--- config.mk ---
export PLATFORM = sky130hd
export DESIGN_NAME = instr_sequencer
export DESIGN_NICKNAME = d
export VERILOG_FILES = /design/src/rtl/instr_sequencer.sv
export SDC_FILE = /design/constraint.sdc
export NUM_CORES = 1
export LEC_CHECK = 0
export ABC_AREA = 1
export CAP_MARGIN = 20
export CELL_PAD_IN_SITES_DETAIL_PLACEMENT = 0
export CELL_PAD_IN_SITES_GLOBAL_PLACEMENT = 2
export CORE_MARGIN = 4
export CORE_UTILIZATION = 43
export CTS_BUF_LIST = sky130_fd_sc_hd__clkbuf_4 sky130_fd_sc_hd__clkbuf_8
export CTS_CLUSTER_SIZE = 40
export DETAILED_ROUTE_END_ITERATION = 12
export PLACE_DENSITY = 0.93
export RECOVER_POWER = 50
export SLEW_MARGIN = 0
export SYNTH_ARGS = -nofsm -noshare
export SYNTH_HDL_FRONTEND = slang
export SYNTH_SLANG_ARGS = --single-unit
--- constraint.sdc ---
create_clock -name clk -period 6.25 [get_ports clk]
set_clock_uncertainty 0.15 [all_clocks]
set_input_delay 1.25 -clock clk [delete_from_list [all_inputs] [get_ports clk]]
set_output_delay 1.25 -clock clk [all_outputs]
set_load 0.02 [all_outputs]
--- src/rtl/instr_sequencer.sv ---
// instr_sequencer: queues (FUNCTION, Data) pairs from a host and issues them
// one at a time to the register/ALU core. Each issue is a one-cycle W strobe.
// FUNCTION and Data then stay stable until the core raises Finish. A watchdog
// flags a core that never reports Finish.
module instr_sequencer #(
  parameter int DEPTH   = 8,
  parameter int TIMEOUT = 64
) (
  input  logic       clk,
  input  logic       clr_n,
  input  logic       in_valid,
  output logic       in_ready,
  input  logic [6:0] in_func,
  input  logic [7:0] in_data,
  input  logic       run,
  input  logic       err_clr,
  output logic [6:0] FUNCTION,
  output logic [7:0] Data,
  output logic       W,
  input  logic       Finish,
  output logic       busy,
  output logic       empty,
  output logic       full,
  output logic       timeout_err,
  output logic [7:0] issued_count
);

  localparam int AW = $clog2(DEPTH);
  localparam int CW = $clog2(TIMEOUT) + 1;

  typedef enum logic [1:0] {S_IDLE, S_ISSUE, S_WAIT, S_GAP} state_t;

  state_t          r_state, w_next;
  logic [14:0]     r_mem [DEPTH];
  logic [AW-1:0]   r_wptr, r_rptr;
  logic [AW:0]     r_count;
  logic [CW-1:0]   r_wdog;
  logic [6:0]      r_func;
  logic [7:0]      r_data;
  logic            r_w;
  logic            r_err;
  logic [7:0]      r_issued;

  logic            w_push, w_start, w_fin, w_tmo;
  logic            w_empty, w_full;
  logic [14:0]     w_head;

  assign w_empty  = (r_count == '0);
  assign w_full   = (r_count == (AW+1)'(DEPTH));
  assign w_push   = in_valid && !w_full;
  assign w_head   = r_mem[r_rptr];

  assign in_ready     = !w_full;
  assign empty        = w_empty;
  assign full         = w_full;
  assign busy         = (r_state != S_IDLE);
  assign FUNCTION     = r_func;
  assign Data         = r_data;
  assign W            = r_w;
  assign timeout_err  = r_err;
  assign issued_count = r_issued;

  // Next-state decode; the issue decision is the only source of a pop.
  always_comb begin
    w_next  = r_state;
    w_start = 1'b0;
    w_fin   = 1'b0;
    w_tmo   = 1'b0;
    case (r_state)
      S_IDLE: begin
        if (run && !w_empty && !r_err) begin
          w_next  = S_ISSUE;
          w_start = 1'b1;
        end
      end
      S_ISSUE: w_next = S_WAIT;
      S_WAIT: begin
        // Finish takes priority over a watchdog expiring in the same cycle.
        if (Finish) begin
          w_fin  = 1'b1;
          w_next = S_GAP;
        end else if (r_wdog == CW'(TIMEOUT - 1)) begin
          w_tmo  = 1'b1;
          w_next = S_IDLE;
        end
      end
      S_GAP:   w_next = S_IDLE;
      default: w_next = S_IDLE;
    endcase
  end

  // State register.
  always_ff @(posedge clk or negedge clr_n) begin
    if (!clr_n) r_state <= S_IDLE;
    else        r_state <= w_next;
  end

  // Queue storage; contents need no reset because the count gates reads.
  always_ff @(posedge clk) begin
    if (w_push) r_mem[r_wptr] <= {in_func, in_data};
  end

  // Queue pointers and occupancy; a push and a pop together leave the count unchanged.
  always_ff @(posedge clk or negedge clr_n) begin
    if (!clr_n) begin
      r_wptr  <= '0;
      r_rptr  <= '0;
      r_count <= '0;
    end else begin
      if (w_push)  r_wptr <= r_wptr + AW'(1);
      if (w_start) r_rptr <= r_rptr + AW'(1);
      r_count <= r_count + (AW+1)'(w_push) - (AW+1)'(w_start);
    end
  end

  // Issue outputs: load on the ISSUE entry edge only, W is a single-cycle strobe.
  always_ff @(posedge clk or negedge clr_n) begin
    if (!clr_n) begin
      r_func <= '0;
      r_data <= '0;
      r_w    <= 1'b0;
    end else begin
      r_w <= w_start;
      if (w_start) {r_func, r_data} <= w_head;
    end
  end

  // Watchdog counter: cleared leaving ISSUE, counts every WAIT cycle.
  always_ff @(posedge clk or negedge clr_n) begin
    if (!clr_n)                    r_wdog <= '0;
    else if (r_state == S_ISSUE)   r_wdog <= '0;
    else if (r_state == S_WAIT)    r_wdog <= r_wdog + CW'(1);
  end

  // Sticky timeout flag; a new timeout beats a simultaneous clear.
  always_ff @(posedge clk or negedge clr_n) begin
    if (!clr_n)       r_err <= 1'b0;
    else if (w_tmo)   r_err <= 1'b1;
    else if (err_clr) r_err <= 1'b0;
  end

  // Completion counter, wraps modulo 256.
  always_ff @(posedge clk or negedge clr_n) begin
    if (!clr_n)     r_issued <= '0;
    else if (w_fin) r_issued <= r_issued + 8'd1;
  end

endmodule

==> results of run 1 <==
==> logic make-up (layout without fill, tap and decap cells) <==
kind of cell,Yosys count,after routing,share of synthesized area
xor gates and xnor gates,8,8,0.009649
buffers and inverters,150,217,0.09235
DFF,164,164,0.6478
and+or+nand+nor,363,363,0.2133
muxes,1,1,0.001378
AOI/OAI and AO/OA,12,12,0.008615
adders and majority gates,15,15,0.02688
==> cells in the final DEF, fill, tap and decap left out, types with 2 or more instances in the layout <==
master and count:
sky130_fd_sc_hd__a21oi_1 6, sky130_fd_sc_hd__buf_4 8, sky130_fd_sc_hd__bufinv_16 4, sky130_fd_sc_hd__clkbuf_1 2
sky130_fd_sc_hd__clkbuf_4 4, sky130_fd_sc_hd__clkbuf_8 17, sky130_fd_sc_hd__clkdlybuf4s50_1 31, sky130_fd_sc_hd__clkinv_1 3
sky130_fd_sc_hd__clkinv_2 2, sky130_fd_sc_hd__clkinv_4 2, sky130_fd_sc_hd__dfrtp_1 43, sky130_fd_sc_hd__dlygate4sd3_1 17
sky130_fd_sc_hd__edfxtp_1 120, sky130_fd_sc_hd__ha_1 14, sky130_fd_sc_hd__inv_1 121, sky130_fd_sc_hd__inv_2 3
sky130_fd_sc_hd__nand2_1 234, sky130_fd_sc_hd__nand3_1 101, sky130_fd_sc_hd__nand3_2 2, sky130_fd_sc_hd__nand4_1 3
sky130_fd_sc_hd__nor2_1 14, sky130_fd_sc_hd__nor3_1 2, sky130_fd_sc_hd__o21ai_0 4, sky130_fd_sc_hd__or2_2 2
sky130_fd_sc_hd__xnor2_1 2, sky130_fd_sc_hd__xor2_1 6
==> cells in the mapped netlist (6+ instances only) <==
library cell	n
sky130_fd_sc_hd__dfrtp_1	44
sky130_fd_sc_hd__buf_4	6
sky130_fd_sc_hd__nand3_1	101
sky130_fd_sc_hd__xor2_1	6
sky130_fd_sc_hd__edfxtp_1	120
sky130_fd_sc_hd__inv_1	120
sky130_fd_sc_hd__nor2_1	15
sky130_fd_sc_hd__nand2_1	233
sky130_fd_sc_hd__ha_1	14
sky130_fd_sc_hd__a21oi_1	6
sky130_fd_sc_hd__buf_2	10
sky130_fd_sc_hd__buf_6	9
==> power breakdown <==
part           switching, mW  internal [mW]  leakage, nW
logic                  0.843          0.482         1.91
registers              0.138           1.41         1.64
clock network          0.369          0.449        0.218
==> flip-flops by register name (all words and copies together) (netlist names) <==
name	cells
Data	8
issued_count	8
r_wptr	3
r_wdog	7
r_state	2
W	1
r_count	4
r_mem	120
timeout_err	1
r_rptr	3
FUNCTION	7
==> critical path, stage by stage <==
cell,delay [ns]
sky130_fd_sc_hd__clkdlybuf4s50_1,0.46
sky130_fd_sc_hd__inv_1,0.06
sky130_fd_sc_hd__nor2_4,0.11
sky130_fd_sc_hd__nand3_4,0.24
sky130_fd_sc_hd__inv_2,0.41
sky130_fd_sc_hd__ha_1,0.31
sky130_fd_sc_hd__inv_1,0.06
sky130_fd_sc_hd__ha_1,0.17
sky130_fd_sc_hd__fa_1,0.42
==> area by class of cell <==
cell class | instances | area share
Sequential cell | 164 | 0.5632
Clock buffer | 21 | 0.03160
Inverter | 125 | 0.05675
Timing Repair Buffer | 60 | 0.07068
Multi-Input combinational cell | 399 | 0.2258
Clock inverter | 11 | 0.01902
Tap cell | 220 | 0.03294
==> through the flow <==
| stage | total power [mW] | std cells | util |
|---|---|---|---|
| 2_1_floorplan | 2.500 | 713 | - |
| 3_3_place_gp | 2.854 | 965 | 0.4758 |
| 3_5_place_dp | 2.889 | 965 | 0.4758 |
| 4_1_cts | 3.705 | 997 | 0.5013 |
| 5_1_grt | 3.956 | 1000 | 0.5038 |
| 6_report | 3.689 | 1000 | 0.5038 |
==> routing by layer <==
layer  vias to the layer above  track usage  part of all wire  wire [um]
li1                       2371            -                 -          -
met1                      2277       0.2255              0.48       7171
met2                        74       0.2768              0.48       7116
met3                        15      0.03919             0.030        456
met4                         0      0.05763             0.014        216
met5                         -            0                 0          0
==> worst paths after layout <==
kind,from,end,slack [ns],cells past startpoint
hold / removal,FUNCTION[4]$_DFFE_PN0P_,FUNCTION[4]$_DFFE_PN0P_,0.33,2
max in group asynchronous,clr_n,r_count[3]$_DFF_PN0_,3.20,2
min in group asynchronous,clr_n,FUNCTION[2]$_DFFE_PN0P_,0.73,1
setup reg to reg,r_state[1]$_DFFE_PN0P_,r_count[1]$_DFF_PN0_,3.51,8
setup / recovery,run,r_count[1]$_DFF_PN0_,2.92,9
hold reg to reg,FUNCTION[4]$_DFFE_PN0P_,FUNCTION[4]$_DFFE_PN0P_,0.33,2
==> out/summary.md, run 1 <==
The largest voltage drop on the vdd net was 257.4 uV; the clock transition at the registers of the reported paths was 0.08 ns. The filler cells instantiated in the layout total 1528. The checks that failed: capacitance limit, slew limit.

The final-report hold violation count was 0. In this run, synthesis inferred 120 flip-flops with an integrated enable. STA classifies the critical path startpoint as a primary input. The logs give -0.1050 for the max-slew headroom at the worst pin and 0.008356 mm^2 for the finished layout cell area. The run gives 0 as the number of antenna violations at the first check in global routing.

In this run the cell area measured after placement is 0.007890 mm^2. Worst min-delay path class: flip-flop to flip-flop. The overall track demand over capacity in global routing was 0.1699; the number of instances in the synthesized netlist was 713.

Of all nets on the critical path, the largest fanout is 21. Buffers inserted during clock tree synthesis total 17. The H-tree was split into 4 levels. In the final design database the tool counted 803 nets.

STA puts the critical path data arrival time at 3.51 ns. Dividing the detail-routed via count by the number of cells gives 4.737. Root buffer cell: sky130_fd_sc_hd__clkbuf_8. The count of nets left with antenna violations once routing finished came out at 0. Count of pins over their slew limit: 30.

The flow ran to the end, but the final reports show violations. Ranked by total cell area, the synthesized netlist is headed by sky130_fd_sc_hd__edfxtp_1 (50%), sky130_fd_sc_hd__dfrtp_1 (15%), sky130_fd_sc_hd__nand2_1 (12%), sky130_fd_sc_hd__nand3_1 (7.0%), sky130_fd_sc_hd__inv_1 (6.2%). Clock tree synthesis found a total of 164 sinks. The die area was 0.01903 mm^2.

TritonCTS built the clock tree. In the final timing run, aggregate negative setup slack is 0 ns. At the end of routability-driven placement, the weighted congestion stood at 0.7957.

Total of max-cap violations: 1. The least setup slack across all paths after layout is 2.923 ns. The logs give 63 for the pin count of the biggest net entering global routing and 0 for the count of hold buffers inserted by post-cts repair. The worst setup path is captured at a flip-flop.

The register area was 0.004706 mm^2; the I/O pin count was 50. For this block, the initial DRC count from the detailed router was 340. Setup violations remaining at the end of the flow were counted as 0.

The source-to-sink clock delay at the later pin of the worst-skew pair is 0.45 ns. The tools report the area of the multi-input gates as 0.001887 mm^2. The flip-flop and latch count after synthesis works out to 164. The detailed router placed 4737 vias in this run. For the post-CTS setup buffer count, the log shows 0. For the via count of the first global-routing pass, the log shows 4661. After detailed routing, the average wire length per cell comes to 14.96 um.

The pin slew with the least headroom to its limit is 1.657 ns. The type of the worst setup path is primary input to flip-flop. The number of input and output port buffers inserted was 49; the fraction of registers with async set or reset after synthesis was 0.2683. For this run, the detailed router's first-pass iteration total came to 4. The run gives 0 as the number of gates resized after cts. Summed over all instances, the cell type with the most area after synthesis is sky130_fd_sc_hd__edfxtp_1. Dominant register cell in the synthesized netlist: sky130_fd_sc_hd__edfxtp_1. Final hold analysis gives a worst-case slack of 0.3344 ns. The total number of placement rows is 47, and the netlist area before placement is 0.007262 mm^2. The pre-CTS setup slack was 2.427 ns; the antenna cell count was 0. The shortest period the worst path allows is 3.327 ns.

The distinct cell type count of the synthesized netlist is 29, and the post-detailed-route DRC marker count is 0. The top cell type's share of synthesized area was 0.4962. The area of the core came out at 0.01658 mm^2. For this block, the routed nets add up to 14.96 mm of wire.

The area growth from synthesis to layout is 15.06%. Timing would allow up to 300.6 MHz. The starting density of the core was 0.4379; the power per cell area was 441.5 mW/mm^2. The fraction of the cycle the final worst path needs is 0.5323, and the die boundary width is 138.0 um. The detailed placer's ending HPWL is 9.307 mm, and the die boundary height is 138.0 um. The share of layout cells above drive strength 1 is 0.06667, and the overall overflow remaining after global route is 0. The tools report the data required time of the critical path as 6.43 ns. Averaged over all synthesized cells, the footprint is 10.19 um^2. The tools report the count of synthesis-stage warnings from yosys as 0.

The tools report the sequential fraction of the synthesis area as 0.6478. Setup repair after global routing left no endpoint under its margin. The buffer depth of the longest clock path came out at 2. Leakage component of the power: 3.764 nW. The first global-routing pass estimated 24.19 mm of wire.

The number of nets in the synthesized netlist is 749.
Note: power is estimated with default switching activity, not from simulation.
==> inputs of run 2 (changes only) <==
- CORE_UTILIZATION: 43 -> 36
- PLACE_DENSITY: 0.93 -> 0.84
- clock period: 6.25 -> 2.7 ns (I/O delays scaled with it)
==> run 2 against run 1 <==
The run now ends clean. Via count down 0.17%. Final area down 0.15%. Utilization down 7.9 points. First-iteration DRC count down 15%.
==> out/summary.md, run 2 (synthesis gave the netlist of run 1 again) <==
Starting density of the core: 0.3695 (was 0.4379). The cell count after placement is 1018 (was 965). For the data required time of the critical path, the log shows 2.01 ns (was 6.43 ns). The leakage component of the power is 3.741 nW (was 3.764 nW), and the flip-flop count of the largest register after layout is 120 (unchanged).

The fraction of the cycle the final worst path needs works out to 0.9480. The layout overhead on the synthesized area came out at 14.89% (was 15.06%). The pin slew with the least headroom to its limit is 1.313 ns (was 1.657 ns). The fraction of power consumed by combinational cells is 0.375 (was 0.359).

The via count of the first global-routing pass is 4664 (was 4661), and the count of routing violations after the opening detailed-route iteration is 290 (was 340). The fraction of power spent switching nets was 0.3878 (was 0.3661); the clock transition at the registers of the reported paths was 0.09 ns (was 0.08 ns). The area of the core was 0.01965 mm^2 (was 0.01658 mm^2). For the number of routed nets with antenna violations, the log shows 0 (unchanged). For the antenna cell count, the log shows 0 (unchanged).

Power per cell area: 988.6 mW/mm^2 (was 441.5 mW/mm^2). The overall overflow remaining after global route is 0 (unchanged). The clock network power share was 0.194 (was 0.222); the wire length per cell was 14.61 um (was 14.96 um).

Top library cells by usage in the layout, fill and taps aside: sky130_fd_sc_hd__nand2_1 (234), sky130_fd_sc_hd__inv_1 (121), sky130_fd_sc_hd__edfxtp_1 (120), sky130_fd_sc_hd__nand3_1 (102), sky130_fd_sc_hd__dfrtp_1 (43) (was sky130_fd_sc_hd__nand2_1 (234), sky130_fd_sc_hd__inv_1 (121), sky130_fd_sc_hd__edfxtp_1 (120), sky130_fd_sc_hd__nand3_1 (101), sky130_fd_sc_hd__dfrtp_1 (43)). Number of nets at the end of the flow: 808 (was 803). The post-detailed-route DRC marker count came out at 0 (unchanged). Type of the worst setup path: flip-flop to primary output (was primary input to flip-flop). The die area was 0.02251 mm^2 (was 0.01903 mm^2); the portion of total power attributed to sequential cells was 0.431 (was 0.419).

The logs give 9.324 mm (was 9.307 mm) for the detailed placer's ending HPWL and 356.3 uV (was 257.4 uV) for the largest voltage drop on the vdd net. The root buffer cell is sky130_fd_sc_hd__clkbuf_8 (unchanged). The post-route non-filler standard cell count came out at 1050 (was 1000). The total of max-cap violations came out at 0 (was 1). The die boundary height works out to 150.0 um (was 138.0 um). The post-CTS setup buffer count was 0 (unchanged). Static timing analysis puts the maximum clock frequency at 390.7 MHz. The shortest period the worst path allows was 2.560 ns; the max-slew headroom at the worst pin was 0.1244 (was -0.1050). The run gives 51 (was 47) as the total number of placement rows. TritonCTS built the clock tree. The run gives 15.34 mm (was 14.96 mm) as the routed wire length. The maximum level of the CTS H-tree came out at 4 (unchanged). Finished layout cell area: 0.008343 mm^2 (was 0.008356 mm^2).

The run gives 0 (unchanged) as the number of antenna violations at the first check in global routing. The critical path endpoint category was a primary output (was a flip-flop). Number of sinks handled by clock tree synthesis: 164 (unchanged). The flow ran to the end, and the final reports show no timing, DRC or antenna violations. The I/O pin count was 50 (unchanged); the global-route wire length before repair was 24.64 mm (was 24.19 mm). The number of input and output port buffers inserted was 49 (unchanged); the net switching power figure was 3.198 mW (was 1.350 mW).

For the count of hold buffers inserted by post-cts repair, the log shows 0 (unchanged). The post-route setup TNS came out at 0 ns (unchanged). Setup violation total in the final timing report: 0 (unchanged). The logs give 0.44 ns (was 0.45 ns) for the source-to-sink clock delay at the later pin of the worst-skew pair and 62 (was 63) for the pin count of the biggest net entering global routing. Kind of start point of the critical path: a flip-flop (was a primary input). The maximum fanout along the worst path is 5 (was 21), and the number of gates resized after cts is 0 (unchanged). The logs give 0.008004 mm^2 (was 0.007890 mm^2) for the placed instance area and 0 (was 30) for the count of pins over their slew limit.

Overall track demand over capacity in global routing: 0.1449 (was 0.1699). The total via count after detailed routing is 4729 (was 4737), and the last weighted congestion value of the routability-driven placer is 0.7353 (was 0.7957). The final-report hold violation count is 0 (unchanged), and the iteration count of the initial detailed-routing pass is 4 (unchanged).

The buffer depth of the longest clock path was 2 (unchanged); the smallest hold slack was 0.2918 ns (was 0.3344 ns). The ratio of routed vias to standard cells came out at 4.504 (was 4.737). The logs give 5.050 mW (was 2.338 mW) for the cell-internal power and 1.87 ns (was 3.51 ns) for the endpoint arrival time on the critical path. The worst min-delay path class is primary input to async pin (was flip-flop to flip-flop). The share of layout cells above drive strength 1 came out at 0.07389 (was 0.06667). Most frequent standard cell in the layout excluding fill and tap cells: sky130_fd_sc_hd__nand2_1 (unchanged). The most flop-heavy register was r_mem (unchanged). The die boundary width was 150.0 um (was 138.0 um). The post-route core utilization came out at 0.4245 (was 0.5038).

The run gives 17 (unchanged) as the number of buffers inserted during clock tree synthesis. Setup repair after global routing left no endpoint under its margin.
[run 2: critical path, stage by stage, from the launching register on]
cell	delay [ns]
sky130_fd_sc_hd__dfrtp_1	0.42
sky130_fd_sc_hd__inv_1	0.16
sky130_fd_sc_hd__ha_2	0.26
sky130_fd_sc_hd__inv_1	0.05
sky130_fd_sc_hd__clkdlybuf4s50_1	0.54
[run 2: path summary, 6_finish.rpt]
kind	cells after the start	startpoint	slack [ns]	end
setup / recovery	4	r_state[1]$_DFFE_PN0P_	0.14	busy
hold / removal	2	clr_n	0.29	issued_count[2]$_DFFE_PN0P_
setup reg to reg	7	r_state[1]$_DFFE_PN0P_	0.28	FUNCTION[4]$_DFFE_PN0P_
hold reg to reg	2	Data[0]$_DFFE_PN0P_	0.34	Data[0]$_DFFE_PN0P_
max in group asynchronous	2	clr_n	1.21	r_rptr[0]$_DFFE_PN0P_
min in group clk	2	Data[0]$_DFFE_PN0P_	0.34	Data[0]$_DFFE_PN0P_
[run 2: area by class of cell]
cell class / instances / area [um^2]
Clock buffer: 19 / 255.2
Inverter: 125 / 474.2
Multi-Input combinational cell: 399 / 1877
Clock inverter: 13 / 100.1
Tap cell: 265 / 331.6
Fill cell: 1900 / 11310
Sequential cell: 164 / 4706
Timing Repair Buffer: 65 / 599.3
[run 2: per-stage QoR]
step / power (mW) / worst slack [ns]
detailed placement: 6.771 / 0.1848
global route: 8.878 / 0.02152
CTS: 8.390 / 0.05317
finish: 8.248 / 0.1404
floorplan: 5.787 / 0.4199
global placement: 6.653 / 0.2205
[run 2: routing by layer]
layer,global-route usage,vias to the layer above,part of all wire
met1,0.1829,2234,0.44
met5,0,-,0
met4,0.04117,0,0.011
met2,0.2507,91,0.50
li1,-,2388,-
met3,0.03210,16,0.048
[run 2: power groups by stage]
stage	clock, mW	sequential [mW]	combinational, mW
3_3_place_gp	0	3.59	3.06
5_1_grt	1.77	3.61	3.50
4_1_cts	1.66	3.56	3.17
6_report	1.60	3.55	3.09
3_5_place_dp	0	3.61	3.16
2_1_floorplan	0	3.68	2.11
==> inputs of run 3 (changes only) <==
--- a/config.mk
+++ b/config.mk
@@ -8,3 +8,3 @@
 export ABC_AREA = 1
-export CAP_MARGIN = 20
+export CAP_MARGIN = 10
 export CELL_PAD_IN_SITES_DETAIL_PLACEMENT = 0
--- a/constraint.sdc
+++ b/constraint.sdc
@@ -4,2 +4,2 @@
 set_output_delay 0.54 -clock clk [all_outputs]
-set_load 0.02 [all_outputs]
+set_load 0.005 [all_outputs]
==> run 3 against run 2 <==
Fmax increased by 2.7%. Clock-buffer cell count decreased by 2. Utilization increased by 0.17 points. Via count decreased by 0.38%. Worst hold slack got worse by 0.0080 ns. Total power decreased by 0.18%. Wire length increased by 1.1%.
==> out/summary.md, run 3 (synthesis gave the netlist of run 1 again) <==
The run finished with clean final reports. The die boundary width came out at 150.0 um (unchanged). The data required time of the critical path was 2.01 ns (about the same).

The count of hold buffers inserted by post-cts repair is 0 (unchanged), and the total via count after detailed routing is 4711 (was 4729). The most frequent standard cell in the layout excluding fill and tap cells is sky130_fd_sc_hd__nand2_1 (unchanged). The flip-flop count of the largest register after layout is 120 (unchanged). Crit path cell chain: inv_1 > ha_1 > inv_1 > clkdlybuf4s50_1 (was inv_1 > ha_2 > inv_1 > clkdlybuf4s50_1). The tools report the post-CTS setup buffer count as 0 (unchanged). The run gives 0.3695 (unchanged) as the starting density of the core. The tools report the overall overflow remaining after global route as 0 (unchanged). The largest voltage drop on the vdd net came out at 338.1 uV (was 356.3 uV). The shortest period the worst path allows works out to 2.492 ns (was 2.560 ns).

The post-route core utilization was 0.4262 (was 0.4245). The iteration count of the initial detailed-routing pass was 4 (unchanged). The layout overhead on the synthesized area was 15.33% (was 14.89%). The number of input and output port buffers inserted was 49 (unchanged); the number of antenna violations at the first check in global routing was 0 (unchanged).

The tools report the pre-CTS setup slack as 0.1726 ns (was 0.1848 ns). The run gives 1917 (was 1900) as the layout filler cell count. The root buffer cell is sky130_fd_sc_hd__clkbuf_8 (unchanged). The number of buffers inserted during clock tree synthesis is 17 (unchanged), and the power per cell area is 982.9 mW/mm^2 (was 988.6 mW/mm^2). The fraction of power consumed by combinational cells was 0.353 (was 0.375). The total of max-cap violations is 0 (unchanged), and the cell count after placement is 1018 (unchanged). The area of the core is 0.01965 mm^2 (unchanged). The buffering stage count on the worst path with inverters included came out at 3 (unchanged). The count of pins over their slew limit is 0 (unchanged). The run gives 0 (unchanged) as the antenna cell count.

The leakage component of the power was 3.764 nW (was 3.741 nW). The wire length per cell was 14.77 um (was 14.61 um); the number of routed nets with antenna violations was 0 (unchanged). The longest individual stage delay on the worst path works out to 0.49 ns (was 0.54 ns). The buffer depth of the longest clock path is 2 (unchanged). The smallest hold slack is 0.2838 ns (was 0.2918 ns), and the count of routing violations after the opening detailed-route iteration is 287 (was 290).

The run gives 401.2 MHz (was 390.7 MHz) as the fmax. The final-report hold violation count was 0 (unchanged); the post-route setup TNS was 0 ns (unchanged). The clock transition at the registers of the reported paths is 0.10 ns (was 0.09 ns). The total number of placement rows came out at 51 (unchanged). Top library cells by usage in the layout, fill and taps aside: sky130_fd_sc_hd__nand2_1 (234), sky130_fd_sc_hd__inv_1 (121), sky130_fd_sc_hd__edfxtp_1 (120), sky130_fd_sc_hd__nand3_1 (102), sky130_fd_sc_hd__dfrtp_1 (43) (unchanged). The logs give 15.51 mm (was 15.34 mm) for the routed wire length and 0.45 ns (was 0.44 ns) for the source-to-sink clock delay at the later pin of the worst-skew pair. The post-route non-filler standard cell count was 1050 (unchanged); the die boundary height was 150.0 um (unchanged). The maximum fanout along the worst path is 4 (was 5). The tools report the kind of start point of the critical path as a flip-flop (unchanged). The last weighted congestion value of the routability-driven placer came out at 0.7433 (was 0.7353). The worst min-delay path class is primary input to async pin (unchanged).

The fraction of the cycle the final worst path needs is 0.9231 (was 0.9480). The family with the most delay on the worst path was buffers and inverters (unchanged). The run gives 24.58 mm (was 24.64 mm) as the global-route wire length before repair.

Most flop-heavy register: r_mem (unchanged). The tools report the number of sinks handled by clock tree synthesis as 164 (unchanged). Setup repair after global routing left no endpoint under its margin. The endpoint arrival time on the critical path was 1.80 ns (was 1.87 ns); the placed instance area was 0.008004 mm^2 (unchanged). The cell-internal power was 5.131 mW (was 5.050 mW).

Critical path's slowest cell: sky130_fd_sc_hd__clkdlybuf4s50_1 (unchanged). I/O pin count: 50 (unchanged). Type of the worst setup path: flip-flop to primary output (unchanged). The share of layout cells above drive strength 1 is 0.07389 (unchanged).

For the detailed placer's ending HPWL, the log shows 9.307 mm (was 9.324 mm). For the least setup slack across all paths after layout, the log shows 0.2075 ns (was 0.1404 ns). Number of gates resized after cts: 0 (unchanged). The net switching power figure was 3.101 mW (was 3.198 mW).

The run gives 4 (unchanged) as the maximum level of the CTS H-tree. The fraction of power spent switching nets works out to 0.3767 (was 0.3878). The via count of the first global-routing pass was 4639 (was 4664); the portion of total power attributed to sequential cells was 0.433 (was 0.431).

The finished layout cell area was 0.008376 mm^2 (was 0.008343 mm^2); the post-detailed-route DRC marker count was 0 (unchanged). The die area came out at 0.02251 mm^2 (unchanged). The tools report the critical path endpoint category as a primary output (unchanged). The overall track demand over capacity in global routing came out at 0.1444 (was 0.1449). The tools report the setup violation total in the final timing report as 0 (unchanged). The cell occurring most often along the worst timing path is sky130_fd_sc_hd__inv_1 (unchanged).

The pin slew with the least headroom to its limit came out at 1.262 ns (was 1.313 ns). Max-slew headroom at the worst pin: 0.1589 (was 0.1244). The clock network power share was 0.214 (was 0.194). The pin count of the biggest net entering global routing was 62 (unchanged). The ratio of routed vias to standard cells was 4.487 (was 4.504). The tools report the number of nets at the end of the flow as 808 (unchanged). TritonCTS built the clock tree.

The sum of internal, switching and leakage power was 8.233 mW (was 8.248 mW).
## run 3: changes by cell type in the layout (fill, tap and decap cells not counted), moves of 2 or more
cell / delta
sky130_fd_sc_hd__clkinvlp_4: -2
sky130_fd_sc_hd__inv_6: +7
sky130_fd_sc_hd__clkinv_2: -2
sky130_fd_sc_hd__clkinv_4: -2
## run 3: worst register-to-register path, stage by stage, from the launching register on
cell                       delay [ns]
sky130_fd_sc_hd__dfrtp_1         0.42
sky130_fd_sc_hd__inv_1           0.14
sky130_fd_sc_hd__ha_1            0.27
sky130_fd_sc_hd__nand3_4         0.10
sky130_fd_sc_hd__inv_2           0.06
sky130_fd_sc_hd__clkbuf_1        0.92
sky130_fd_sc_hd__nand3_1         0.25
sky130_fd_sc_hd__nand2_1         0.11
## run 3: layer usage
layer	vias up	global-route usage	wire, um
met5	-	0	0
met1	2223	0.1833	7228
met4	0	0.04620	205
met2	83	0.2492	7558
met3	16	0.02786	516
li1	2389	-	-
## run 3: power groups by stage
| stage | logic (mW) | registers [mW] | clock network [mW] |
|---|---|---|---|
| 4_1_cts | 2.98 | 3.56 | 1.82 |
| 3_5_place_dp | 2.97 | 3.61 | 0 |
| 3_3_place_gp | 2.87 | 3.59 | 0 |
| 2_1_floorplan | 2.08 | 3.52 | 0 |
| 5_1_grt | 3.30 | 3.61 | 1.92 |
| 6_report | 2.91 | 3.56 | 1.76 |
## run 3: path summary, 6_finish.rpt
| kind | startpoint | to | slack, ns | cells past startpoint |
|---|---|---|---|---|
| worst min register to register | Data[5]$_DFFE_PN0P_ | Data[5]$_DFFE_PN0P_ | 0.34 | 2 |
| worst max register to register | r_state[1]$_DFFE_PN0P_ | FUNCTION[5]$_DFFE_PN0P_ | 0.21 | 7 |
| max in group asynchronous | clr_n | r_rptr[0]$_DFFE_PN0P_ | 1.27 | 2 |
| min in group clk | Data[5]$_DFFE_PN0P_ | Data[5]$_DFFE_PN0P_ | 0.34 | 2 |
| worst max-delay path | r_state[0]$_DFFE_PN0P_ | busy | 0.21 | 4 |
| worst min-delay path | clr_n | issued_count[1]$_DFFE_PN0P_ | 0.28 | 2 |
## run 3: area by class of cell
cell class                 count  area [um^2]  share of cell area
sequential                   164         4706              0.5618
clock buffer                  17        234.0             0.02794
clock inverter                15        156.4             0.01867
multi-input combinational    399         1874              0.2238
inverter                     125        474.2             0.05662
tap                          265        331.6             0.03959
timing repair buffer          65        599.3             0.07156
